===== src/rtl/rv_mem_port_arbiter.sv =====
// Single-port memory arbiter between RV32I fetch and load/store paths, data-first priority,
// per-access timeout watchdog. Optional performance counters under `MEM_ARB_PERF_EN`.
module rv_mem_port_arbiter #(
   parameter int ADDR_W         = 32,
   parameter int DATA_W         = 32,
   parameter int TIMEOUT_CYCLES = 16
) (
   input  logic                clk,
   input  logic                reset,
   input  logic                i_req,
   input  logic [ADDR_W-1:0]   i_addr,
   output logic [DATA_W-1:0]   i_rdata,
   output logic                i_done,
   output logic                i_err,
   input  logic                d_req,
   input  logic                d_we,
   input  logic [ADDR_W-1:0]   d_addr,
   input  logic [DATA_W-1:0]   d_wdata,
   input  logic [DATA_W/8-1:0] d_be,
   output logic [DATA_W-1:0]   d_rdata,
   output logic                d_done,
   output logic                d_err,
   output logic                mem_en,
   output logic                mem_we,
   output logic [ADDR_W-1:0]   mem_addr,
   output logic [DATA_W-1:0]   mem_wdata,
   output logic [DATA_W/8-1:0] mem_be,
   input  logic [DATA_W-1:0]   mem_rdata,
   input  logic                mem_ready,
   output logic                core_stall
`ifdef MEM_ARB_PERF_EN
   ,
   output logic [31:0]         perf_i_grants,
   output logic [31:0]         perf_d_grants,
   output logic [31:0]         perf_stall_cycles
`endif
);

   // state | meaning
   // IDLE  | no access in flight; arbitrate (data before fetch)
   // IBUSY | fetch access on the memory port, waiting for mem_ready
   // DBUSY | load/store access on the memory port, waiting for mem_ready
   typedef enum logic [1:0] {IDLE, IBUSY, DBUSY} state_t;

   localparam int WD_W = (TIMEOUT_CYCLES > 2) ? $clog2(TIMEOUT_CYCLES) : 1;
   localparam logic [WD_W-1:0] WD_LOAD = WD_W'(TIMEOUT_CYCLES - 1);

   state_t          state, state_nxt;
   logic [WD_W-1:0] wd_cnt;
   logic            grant_i, grant_d, finish, abort;

   assign core_stall = (i_req & ~i_done) | (d_req & ~d_done);

   always_comb begin
      state_nxt = state;
      grant_i   = 1'b0;
      grant_d   = 1'b0;
      finish    = 1'b0;
      abort     = 1'b0;
      case (state)
         IDLE: begin
            if (d_req && !d_done) begin
               grant_d   = 1'b1;
               state_nxt = DBUSY;
            end else if (i_req && !i_done) begin
               grant_i   = 1'b1;
               state_nxt = IBUSY;
            end
         end
         IBUSY, DBUSY: begin
            // mem_ready wins over the terminal count on the same cycle
            if (mem_ready) begin
               finish    = 1'b1;
               state_nxt = IDLE;
            end else if (wd_cnt == '0) begin
               abort     = 1'b1;
               state_nxt = IDLE;
            end
         end
         default: state_nxt = IDLE;
      endcase
   end

   always_ff @(posedge clk) begin
      if (reset) begin
         state     <= IDLE;
         wd_cnt    <= '0;
         mem_en    <= 1'b0;
         mem_we    <= 1'b0;
         mem_addr  <= '0;
         mem_wdata <= '0;
         mem_be    <= '0;
         i_rdata   <= '0;
         i_done    <= 1'b0;
         i_err     <= 1'b0;
         d_rdata   <= '0;
         d_done    <= 1'b0;
         d_err     <= 1'b0;
      end else begin
         state  <= state_nxt;
         i_done <= 1'b0;
         i_err  <= 1'b0;
         d_done <= 1'b0;
         d_err  <= 1'b0;
         if (grant_d) begin
            mem_en    <= 1'b1;
            mem_we    <= d_we;
            mem_addr  <= d_addr;
            mem_wdata <= d_wdata;
            mem_be    <= d_be;
            wd_cnt    <= WD_LOAD;
         end else if (grant_i) begin
            mem_en    <= 1'b1;
            mem_we    <= 1'b0;
            mem_addr  <= i_addr;
            mem_be    <= '1;
            wd_cnt    <= WD_LOAD;
         end else if (finish || abort) begin
            mem_en <= 1'b0;
            if (state == IBUSY) begin
               i_done <= 1'b1;
               i_err  <= abort;
               if (finish) i_rdata <= mem_rdata;
            end else begin
               d_done <= 1'b1;
               d_err  <= abort;
               if (finish && !mem_we) d_rdata <= mem_rdata;
            end
         end else if (state != IDLE) begin
            wd_cnt <= wd_cnt - 1'b1;
         end
      end
   end

`ifdef MEM_ARB_PERF_EN
   always_ff @(posedge clk) begin
      if (reset) begin
         perf_i_grants     <= '0;
         perf_d_grants     <= '0;
         perf_stall_cycles <= '0;
      end else begin
         if (grant_i)    perf_i_grants     <= perf_i_grants + 1'b1;
         if (grant_d)    perf_d_grants     <= perf_d_grants + 1'b1;
         if (core_stall) perf_stall_cycles <= perf_stall_cycles + 1'b1;
      end
   end
`endif

endmodule


===== config.mk =====
export PLATFORM = sky130hd
export DESIGN_NAME = rv_mem_port_arbiter
export DESIGN_NICKNAME = d
export VERILOG_FILES = /design/src/rtl/rv_mem_port_arbiter.sv
export SDC_FILE = /design/constraint.sdc
export NUM_CORES = 1
export LEC_CHECK = 0
export BUFFER_PORTS_ARGS = -buffer_cell sky130_fd_sc_hd__buf_4
export CAP_MARGIN = 20
export CORE_UTILIZATION = 47
export CTS_BUF_LIST = sky130_fd_sc_hd__clkbuf_4 sky130_fd_sc_hd__clkbuf_8
export DETAILED_ROUTE_END_ITERATION = 12
export GPL_TIMING_DRIVEN = 0
export HOLD_SLACK_MARGIN = 0.02
export PLACE_DENSITY = 0.82
export RECOVER_POWER = 100
export SLEW_MARGIN = 20
export SYNTH_ARGS = -nofsm -noshare
export SYNTH_HDL_FRONTEND = slang
export SYNTH_SLANG_ARGS = --single-unit

===== constraint.sdc =====
create_clock -name clk -period 2.5 [get_ports clk]
set_clock_uncertainty 0.15 [all_clocks]
set_input_delay 0.625 -clock clk [delete_from_list [all_inputs] [get_ports clk]]
set_output_delay 0.625 -clock clk [all_outputs]
set_load 0.05 [all_outputs]

# == Word level (Yosys, flattened, before mapping) ==
# Index checks and enable logic that the tools add are counted.
# totals
ff_bits,144
output_inout_bits,139
# op_classes
addsub,1
eq_ne,5
muxes,30
n_bitwise,9
n_reduce_logical,21
# ops
operator,count
32-bit two-way mux,2
4-bit two-way mux,6
1-bit two-way mux,17
5-bit AND reduction,2
5-bit OR reduction,2
3-bit inequality test (second input constant),3
2-bit two-way mux,4
1-bit NOT,6
3-bit nonzero test,2
4-bit zero test,1
2-bit one-hot mux with 2 select lines,1
2-bit AND reduction,2
2-bit nonzero test,2
4-bit OR reduction,1
4-bit by 1-bit subtractor with 4-bit output (second input constant),1
1-bit logical AND,3
1-bit zero test,3
1-bit bitwise AND,2
2-bit by 1-bit == test with 1-bit output (second input constant),1
2-bit == test (second input constant),1
2-bit zero test,1
2-bit OR reduction,1
1-bit logical OR,1
1-bit OR,1

# == Longest topological paths before layout ==
# logic_depth
word_depth,8
ltp_mapped,9

# == Worst setup path before layout ==
# No wires, ideal clock.
# synth_timing
path_kind,reg-to-output
start,register d_done
end,output core_stall
arrival_time_ps,1587
required_ps,1725
slack_ps,138
stages_incl_launch_ff,5
n_path_buf,2
cell_sequence,dfxtp_1 > nand2b_2 > buf_6 > clkbuf_1 > nand2_1
# synth_via
elab_chain_cells,3
# synth_lines
element,line,text
"start, declared",21,"output logic d_done,"
"start signal, assigned",97,d_done <= 1'b0;
"start signal, assigned",103,d_done <= 1'b0;
"start signal, assigned",125,d_done <= 1'b1;
1-bit NOT,52,assign core_stall = (i_req & ~i_done) | (d_req & ~d_done);
1-bit bitwise AND,52,
1-bit OR,52,
"end, declared",30,output logic core_stall
# No other way between the ends.

# == Worst setup path in the final report ==
# layout_timing
start,register state[0]
end,register d_rdata[25]
# layout_via
elab_chain_cells,5
elab_cells_between_ends,14
# layout_lines
element,line,text
"start, declared",48,"state_t state, state_nxt;"
"start signal, assigned",100,state <= state_nxt;
2-bit by 1-bit == test with 1-bit output or 2-bit == test (tied branches),"60, 120",
2-bit OR reduction,60,case (state)
1-bit two-way mux,60,
1-bit logical OR or 1-bit logical AND (tied branches),"118, 127",
5-bit AND reduction (no source line) *,--,
"end signal, assigned",127,if (finish && !mem_we) d_rdata <= mem_rdata;
"end, declared",20,"output logic [DATA_W-1:0] d_rdata,"
# Mark *: on every way between the ends. The rest lies on a longest branch, timed or not.
# A chain may end at the register's enable or synchronous reset.

==> flow_summary_export.csv <==
group,metric,value,unit
outcome,status,"complete, no violations",
placement,placed_cells,1030,
floorplanning,num_io_pins,277,
global_routing,grt.overflow.total,0,
run,max_cap_violations,0,
layout,most-common-layout-cells,"nand2_1 (197), clkbuf_1 (175), dfxtp_1 (144), buf_4 (138), a21oi_1 (69)",
global_routing,number_of_antenna_violations_at_the_first_check_in_global_routing,0,
layout,utilization,67.20,%
sta,period_share,92.64,%
power_and_ir_drop,power.switching,2.559,mW
layout,antenna_diode_count,0,
layout,final_cells,1060,
placement,post_dp_area,0.007751,sq mm
global_routing,groute.usage.overall,27.40,%
power_and_ir_drop,internal_power,4.354,mW
route,detail_route.vias_per_cell,5.100,
synth,async_set_reset_flop_share_out_of_synthesis,0,%
clock_network,clock_tree.htree_level_count,4,
power_and_ir_drop,leakage,3.204,nW
sta,max_slew.worst_pin.slew,0.7766,ns
critical_path,crit_path_cell_trace,"inv_1, ha_1, buf_2, inv_1, a21oi_4, or4_1, clkbuf_1, buf_8, mux2i_1",
clock_network,postCtsResizedCells,0,
layout,fill_count,1103,
clock_network,numCtsBuffers,17,
critical_path,worst_ep_required_time,2.67,ns
synth,synth.avg_cell_area,9.002,sq um
power_and_ir_drop,pwr-share-comb,30.9,%
clock_network,cts_tree,"built",
critical_path,cp_slowest_stage_delay,0.49,ns
layout,area_delta_synth_final,39.51,%
clock_network,hold_buffers,0,
clock_network,largest_buffer_count_on_any_clock_path,2,
sta,total_count_of_max_transition_violations_in_the_final_report,0,
layout,final_common_cell,"nand2_1",
sta,smallest_hold_slack,0.2790,ns
floorplanning,design.die.area,0.01214,sq mm
sta,final-setup-viol-count,0,
min_path,hold_crit_class,"input port to register",
clock_network,clk_pin_slew,0.08,ns
power_and_ir_drop,power_per_cell_area,900.9,mW/mm^2
clock_network,cts.sink_count,144,
floorplanning,vertical_extent_of_the_die,110.2,um
layout,final_area,0.007674,sq mm
global_routing,first_global_vias,5082,
critical_path,worst_setup_path_start_kind,"register",
sta,tns,0,ns
sta,fmax,0.4318,GHz
critical_path,critical_path_class,"register to register",
placement,globalplace.congestion,0.8525,
clock_network,post_cts_buffers,0,
power_and_ir_drop,worst_ir_drop_vdd,0.0004935,V
route,detail_route.first_pass.iterations,5,
route,route.antenna.remaining_nets,0,
power_and_ir_drop,swShare,37.01,%
sta,rsz0062_at_grt,"no",
route,routed_wirelength,16.87,mm
power_and_ir_drop,power.clock.fraction,30.4,%
placement,io_port_bufs,276,
critical_path,cp_common_cell,"inv_1",
critical_path,endpoint_kind,"register",
route,wl_per_cell,15.92,um
layout,fin_nets,1046,
route,dr.first_iter.drc_count,247,
synth,synth_enable_flop_cells,0,
route,drc_markers,0,
synth,post_synth_inst_count,611,
global_routing,grt_max_degree,20,
power_and_ir_drop,power_frac_seq,38.7,%
floorplanning,core.rowCount,39,
route,num_vias,5406,
synth,synth_sequential_area_ratio,52.41,%
critical_path,worstPathArrival,2.48,ns
critical_path,critical_path_peak_fanout,10,
floorplanning,dieWidth,110.2,um
synth,synth_ff_type,"dfxtp_1",
synth,synth_area,0.005500,sq mm
synth,synthesis.nets,752,
placement,hpwlAfterDp,12.75,mm
sta,min_period,2.316,ns
clock_network,clk_latency,0.43,ns
synth,ys_ff_latch,144,
floorplanning,start_util,48.17,%
sta,slew-limit-headroom,47.88,%
floorplanning,core_area,0.01142,sq mm
global_routing,grt_pass1_wl,25.19,mm
synth,yosysWarnings,0,
synth,cell_variety_after_synth,37,
clock_network,clock_root_buffer_master,"clkbuf_8",
layout,final_layout_size_suffix_gt1_share,20.39,%
sta,timing_hold_violations_final,0,
critical_path,crit_path_top_delay_cell,"or4_1",
layer usage:
layer | routed length (um) | global-route usage, % | vias up | share of wire (%)
met5 | 0 | 0 | - | 0
met4 | 265 | 9.586 | 0 | 1.6
met3 | 1594 | 10.82 | 19 | 9.4
met2 | 8506 | 47.99 | 209 | 50
met1 | 6505 | 30.04 | 2488 | 39
li1 | - | - | 2690 | -
flip-flops by register name, summed over array words and instances, names as in the netlist, 2 cells and up:
name / cells
d_rdata: 32
i_rdata: 32
mem_addr: 32
mem_be: 4
mem_wdata: 32
state: 2
wd_cnt: 4
cell type report:
cell class	instances	area (sq um)	area share, %
plain buffers	47	211.5	2.756
multi-input cells	412	2365	30.82
well taps	143	178.9	2.332
clock buffers	20	269.0	3.506
clock inverters	11	186.4	2.429
repair buffers	276	1554	20.25
flip-flops and latches	144	2883	37.57
inverters	7	26.28	0.3424
synthesized netlist by cell type, drive strengths merged, types with 3 or more instances:
cell type | count | area [sq um]
nand2 | 197 | 739.5
dfxtp | 144 | 2883
a21oi | 70 | 361.6
mux2i | 64 | 640.6
clkbuf | 34 | 127.6
o221ai | 32 | 280.3
buf | 14 | 98.84
nor2 | 8 | 30.03
o21ai | 8 | 40.03
inv | 7 | 26.28
o221a | 4 | 45.04
ha | 3 | 37.54
nand3 | 3 | 15.01
nor4 | 3 | 18.77
kinds of logic after synthesis:
family                   count (synthesis)  synth area share [%]
flip-flops                             144                 52.41
buffers and inverters                   55                 4.595
multiplexers                            64                 11.65
adder cells (fa/ha/maj)                  3                0.6825
AO/OA/AOI/OAI                          122                 14.38
AND/OR/NAND/NOR                        223                 16.29
path summary, 6_finish.rpt:
kind | startpoint | end | slack [ns] | cells past startpoint
setup / recovery | state[0]$_SDFFE_PP0P_ | d_rdata[25]$_SDFFE_PP0P_ | 0.18 | 9
hold / removal | d_wdata[17] | mem_wdata[17]$_SDFFE_PP0P_ | 0.28 | 3
setup reg to reg | state[0]$_SDFFE_PP0P_ | d_rdata[25]$_SDFFE_PP0P_ | 0.18 | 9
hold reg to reg | mem_addr[31]$_SDFFE_PP0P_ | mem_addr[31]$_SDFFE_PP0P_ | 0.30 | 2
through the flow:
step / worst slack [ns] / power [mW]
floorplan: 0.1377 / 4.267
global placement: 0.09349 / 5.030
detailed placement: 0.07902 / 5.060
CTS: 0.1978 / 7.137
global route: 0.01324 / 7.213
finish: 0.1840 / 6.913
worst max-delay path, delay by kind of cell (launching register included):
| family | cells | cell delay, ns |
|---|---|---|
| adders and majority gates | 1 | 0.18 |
| DFF | 1 | 0.36 |
| buffers and inverters | 5 | 0.78 |
| AOI/OAI and AO/OA | 1 | 0.10 |
| muxes | 1 | 0.12 |
| and+or+nand+nor | 1 | 0.49 |
power by group through the flow:
stage	Clock [mW]	Combinational (mW)	Sequential, mW
floorplan	0	0.781	3.49
global placement	0	2.31	2.72
detailed placement	0	2.33	2.73
CTS	2.12	2.34	2.68
global route	2.22	2.29	2.70
finish	2.10	2.14	2.68
No activity file was read; power rests on OpenSTA's default activity.
